<file path="src/rtl/pipe_hazard_ctrl.sv">
// Hazard and hold sequencer for the 5-stage vector pipeline: EX/MEM/WB write scoreboard,
// RAW detection against ID, multi-cycle memop hold. Define WB_BYPASS_EN to exclude WB from the checked set.
module pipe_hazard_ctrl #(
  parameter int unsigned AW         = 3,
  parameter int unsigned MEM_CYCLES = 4
) (
  input  logic          clk,
  input  logic          reset,
  input  logic          id_valid,
  input  logic [3:0]    id_opcode,
  input  logic          id_rdv,
  input  logic          id_rds,
  input  logic [AW-1:0] id_src_a,
  input  logic [AW-1:0] id_src_b,
  input  logic [AW-1:0] id_src_s,
  input  logic          id_wrv,
  input  logic          id_wrs,
  input  logic [AW-1:0] id_dest,
  output logic          issue,
  output logic          stall,
  output logic          bubble,
  output logic          pipe_hold,
  output logic          mem_busy,
  output logic [15:0]   hz_cnt
);

  localparam int unsigned CW = (MEM_CYCLES < 2) ? 1 : $clog2(MEM_CYCLES);
  localparam logic [CW:0] LAST = (CW+1)'(MEM_CYCLES - 1);

  typedef struct packed {
    logic          valid;
    logic          wv;
    logic          ws;
    logic          memop;
    logic [AW-1:0] dest;
  } entry_t;

  typedef enum logic {IDLE, MEM_WAIT} state_t;

  state_t        state_q, state_d;
  entry_t        ex_q, ex_d, mem_q, mem_d, wb_q, wb_d;
  logic [CW-1:0] mem_cnt_q, mem_cnt_d;
  logic [15:0]   hz_cnt_q, hz_cnt_d;

  logic          hold_start, hold_raw, hazard, issue_raw, bubble_raw, id_memop;
  logic [CW:0]   cnt_inc;
  entry_t        id_entry;

  function automatic logic entry_hit(input entry_t e, input logic rdv, input logic rds,
                                     input logic [AW-1:0] sa, input logic [AW-1:0] sb,
                                     input logic [AW-1:0] ss);
    return e.valid && ((rdv && e.wv && (e.dest == sa || e.dest == sb)) ||
                       (rds && e.ws && (e.dest == ss)));
  endfunction

  always_comb begin
    id_memop = (id_opcode == 4'b0011) || (id_opcode == 4'b0100) || (id_opcode == 4'b1111);
    id_entry = '{valid: 1'b1, wv: id_wrv, ws: id_wrs, memop: id_memop, dest: id_dest};

    cnt_inc    = {1'b0, mem_cnt_q} + 1'b1;
    hold_start = (state_q == IDLE) && mem_q.valid && mem_q.memop && ({1'b0, mem_cnt_q} < LAST);
    hold_raw   = (state_q == MEM_WAIT) || hold_start;

`ifdef WB_BYPASS_EN
    hazard = id_valid &&
             (entry_hit(ex_q,  id_rdv, id_rds, id_src_a, id_src_b, id_src_s) ||
              entry_hit(mem_q, id_rdv, id_rds, id_src_a, id_src_b, id_src_s));
`else
    hazard = id_valid &&
             (entry_hit(ex_q,  id_rdv, id_rds, id_src_a, id_src_b, id_src_s) ||
              entry_hit(mem_q, id_rdv, id_rds, id_src_a, id_src_b, id_src_s) ||
              entry_hit(wb_q,  id_rdv, id_rds, id_src_a, id_src_b, id_src_s));
`endif

    issue_raw  = id_valid && !hazard && !hold_raw;
    bubble_raw = hazard && !hold_raw;

    ex_d      = ex_q;
    mem_d     = mem_q;
    wb_d      = wb_q;
    mem_cnt_d = '0;
    if (!hold_raw) begin
      wb_d  = mem_q;
      mem_d = ex_q;
      ex_d  = issue_raw ? id_entry : '0;
    end else begin
      mem_cnt_d = cnt_inc[CW-1:0];
    end

    // Leave MEM_WAIT as the count reaches MEM_CYCLES-1, so the following cycle
    // (memop's last in MEM) is unheld and shifts it out.
    state_d = IDLE;
    if (hold_raw && (cnt_inc < LAST)) state_d = MEM_WAIT;

    hz_cnt_d = hz_cnt_q;
    if (bubble_raw && (hz_cnt_q != '1)) hz_cnt_d = hz_cnt_q + 16'd1;

    issue     = !reset && issue_raw;
    stall     = !reset && (hazard || hold_raw);
    bubble    = !reset && bubble_raw;
    pipe_hold = !reset && hold_raw;
    mem_busy  = !reset && hold_raw;
    hz_cnt    = reset ? '0 : hz_cnt_q;
  end

  always_ff @(posedge clk) begin
    if (reset) begin
      state_q   <= IDLE;
      ex_q      <= '0;
      mem_q     <= '0;
      wb_q      <= '0;
      mem_cnt_q <= '0;
      hz_cnt_q  <= '0;
    end else begin
      state_q   <= state_d;
      ex_q      <= ex_d;
      mem_q     <= mem_d;
      wb_q      <= wb_d;
      mem_cnt_q <= mem_cnt_d;
      hz_cnt_q  <= hz_cnt_d;
    end
  end

endmodule

</file>
<file path="config.mk">
export PLATFORM = sky130hd
export DESIGN_NAME = pipe_hazard_ctrl
export DESIGN_NICKNAME = d
export VERILOG_FILES = /design/src/rtl/pipe_hazard_ctrl.sv
export SDC_FILE = /design/constraint.sdc
export NUM_CORES = 1
export LEC_CHECK = 0
export ABC_AREA = 0
export BUFFER_PORTS_ARGS = -buffer_cell sky130_fd_sc_hd__buf_2
export CAP_MARGIN = 0
export CORE_ASPECT_RATIO = 0.6
export CORE_UTILIZATION = 55
export DETAILED_ROUTE_END_ITERATION = 10
export GPL_TIMING_DRIVEN = 1
export PLACE_DENSITY = 0.8
export RECOVER_POWER = 25
export SLEW_MARGIN = 20
export SYNTH_ARGS = -nofsm -noshare
export SYNTH_HDL_FRONTEND = slang
export SYNTH_SLANG_ARGS = --single-unit
export TNS_END_PERCENT = 100
</file>
<file path="constraint.sdc">
create_clock -name clk -period 3.2 [get_ports clk]
set_input_delay 0.16 -clock clk [delete_from_list [all_inputs] [get_ports clk]]
set_output_delay 0.16 -clock clk [all_outputs]
set_load 0.02 [all_outputs]
</file>
==> summary.md <==
| Metric | Value |
|---|---|
| Outcome | complete, but fails checks |
| Failing checks | capacitance limit, slew limit |
| Hold Startpoint | id_wrv |
| Die height | 50.9 µm |
| Asr flop ratio synth | 0 |
| TritonCTS clock tree | built |
| GR Util met2 | 0.331 |
| Worst reg2reg path depth | 7 |
| Nets | 320 |
| Distinct cells, synth | 46 |
| Primary FF master, synth | dfxtp_1 |
| Filler cells | 327 |
| Area Growth Syn to Fin | 12.7% |
| Crit. End Element | output port |
| Critical path launch point type | flip-flop |
| Max-slew headroom | -0.383 |
| Combinational family with the most area after synthesis | simple AND/OR/NAND/NOR gates |
| Initial Util | 0.585 |
| Violation count after the first detailed-route iteration | between 80 and 90 |
| Simple-gate portion of the synthesized area | 0.261 |
| Core area | 0.00374 mm² |
| Seq cells post-synth | 39 |
| Reg2reg start | ex_q[1]$_SDFFE_PP0N_ |
| Post-synthesis compound-gate area fraction | 0.143 |
| Initial antenna violation count | 0 |
| CTS root buf | clkbuf_8 |
| P_leak | 1.10 nW |
| Required @ worst endpoint | 3.04 ns |
| Synth top area cells | dfxtp_1 (36%), xor2_1 (10%), nor2_1 (5.7%) |
| Hold Buf Count CTS | 0 |
| Rows | 17 |
| Clock latency on the worst-skew pair | 0.29 ns |
| Total Wirelength | 4680 µm |
| Arr. time, crit path | 2.67 ns |
| DPL Wire Length | 3460 µm |
| Final Non-Filler Cells | 342 |
| Minimum clock period | 2.83 ns |
| Vias in the first global route | 1,604 |
| M3 GR Usage | 0.0614 |
| Overall die area | 0.00425 mm² |
| Setup violators final | 0 |
| GR peak layer | met1 |
| Fmax | 353 MHz |
| # diodes | 0 |
| Worst-path fanout max | 8 |
| Slew Viols, Final | between 50 and 60 |
| VDD IR max | approximately 240 µV |
| Overflow after GRT | 0 |
| Total track usage | 0.238 |
| Number of synthesis warnings | 0 |
| DR WL/cell | 13.7 µm |
| CP max stage delay | 0.50 ns |
| Hold Path Depth | 2 |
| Sequential cell area fraction in the yosys report | 0.356 |
| Antenna-violating nets left | 0 |
| I/O pins | 44 |
| R2r setup slk | roughly 0.61 ns |
| Adder-cell share of the synthesized area | 0.0171 |
| Multiplexer area fraction after synthesis | 0.0674 |
| Number of CTS-inserted buffers | 5 |
| Worst setup path class | reg2out |
| GR Util met1 | 0.356 |
| Via count | ~1,900 |
| Delay-heaviest family, CP | simple AND/OR/NAND/NOR gates |
| Worst hold endpoint | ex_q[5]$_SDFFE_PP0N_ |
| GPL Wtd Cong | roughly 0.95 |
| First-pass GRT wire length | 7870 µm |
| Register Area | 781 µm² |
| Clk sink count | 39 |
| Synth top area share | 0.356 |
| Final Cycle Share | 0.886 |
| Placed insts | 334 |
| I/O Buffers | 43 |
| Via/cell ratio | 5.55 |
| Pre-CTS WS | 0.658 ns |
| Setup Skew | roughly 0.0040 ns |
| Hold Fails Final Rpt | 0 |
| Most frequent cell after synthesis | dfxtp_1 |
| Pwr dens | about 360 mW/mm² |
| Top post-synthesis cells by count | dfxtp_1 (39), nor2_1 (33), xor2_1 (25) |
| RSZ-0062 raised after global routing | false |
| CP max stage cell | nor3_2 |
| Post-Syn Instances | approximately 260 |
| Buffers and inverters on the worst path | 1 |
| EDFF count, synth | 0 |
| Post-Syn Area | 0.00219 mm² |
| Die Width | between 80 and 90 µm |
| Postcts setup bufs | 0 |
| H-tree levels | 2 |
| Area of the multi-input gates | 0.00130 mm² |
| CP Cell Sequence | xor2_1, nor3_1, o311ai_1, a21oi_1, or3_1, nor3_2, buf_2 |
| Clock transition at path regs | approximately 0.07 ns |
| HP Class | in2reg |
| Syn Area/Cell | 8.52 µm² |
| Least-Margin Pin Slew | 2.07 ns |
| FF-to-FF End | hz_cnt_q[8]$_SDFFE_PP0P_ |
| Post-Synth XOR/XNOR Area | 0.104 |
| Post-CTS sizing | 0 |
| Setup TNS | 0 ns |
| Setup ws final | about 0.37 ns |
| Pin count of the biggest net entering global routing | 53 |
| Syn nets | roughly 280 |
| Layout cells sized above 1 | 0.183 |
| Clock Path Buffers | 2 |
| Post-synth top area cell | dfxtp_1 |
| Drt drc | 0 |
| Drt pass-1 iters | 4 |
| MaxCap Viol Count | 1 |
-- state kept, by name, indices dropped and copies added (netlist names) --
name and flops:
ex_q 7, hz_cnt_q 16, mem_cnt_q 2, mem_q 7, state_q 1, wb_q 6
-- cell families (layout without fill, tap and decap cells) --
logic type	after synthesis	in the layout
simple gates	112	112
mux	14	14
flops	39	39
fa+ha+maj	3	3
xor+xnor	26	26
compound gates	39	39
buf+inv	24	62
-- routing by layer --
metal	vias up	part of all wire
met3	5	0.049
met1	876	0.54
li1	983	-
met5	-	0
met4	0	0.0066
met2	35	0.40
-- power by group --
group / leakage, nW / internal (W) / switching (W)
clock network: 0.0422 / 0.000153 / 0.000160
logic: 0.738 / 0.0000328 / 0.0000471
registers: 0.316 / 0.000494 / 0.0000103
-- stage by stage --
stage          utilization  cell area, µm²  total power, W  hold slack, ns
2_1_floorplan            -            2190        0.000562           0.293
3_3_place_gp         0.643            2410        0.000592           0.375
3_5_place_dp         0.643            2410        0.000594           0.391
4_1_cts              0.665            2490        0.000905          0.0789
5_1_grt              0.659            2470        0.000939          0.0869
6_report             0.659            2470        0.000896          0.0871
-- cells in the final DEF, fill, tap and decap left out, types with 7 or more instances in the layout --
master,instances
a21oi_1,7
nor2b_1,15
nand3_1,7
clkbuf_1,12
nor4_1,11
mux2i_1,11
nand2_1,21
nor2_1,33
xor2_1,25
inv_1,9
buf_2,34
nor3_1,7
dfxtp_1,39
-- worst max-delay path by stage --
stage	from	endpoint	slack [ns]	depth (start not counted)
CTS	ex_q[1]$_SDFFE_PP0N_	issue	0.39	7
finish	ex_q[1]$_SDFFE_PP0N_	issue	0.37	7
global route	ex_q[1]$_SDFFE_PP0N_	issue	0.20	7
floorplan	ex_q[2]$_SDFFE_PP0N_	ex_q[0]$_SDFFE_PP0N_	0.89	8
detailed placement	ex_q[1]$_SDFFE_PP0N_	hz_cnt_q[8]$_SDFFE_PP0P_	0.66	7
global placement	mem_q[2]$_SDFFE_PP0N_	hz_cnt_q[8]$_SDFFE_PP0P_	0.74	7
-- layout make-up --
type                    instances  area share
multi-input cells             194       0.526
flip-flops and latches         39       0.316
repair buffers                 45      0.0872
clock buffers                   7      0.0309
well taps                      47      0.0238
inverters                       9      0.0137
clock inverters                 1     0.00203
No activity file was read; power rests on OpenSTA's default activity.
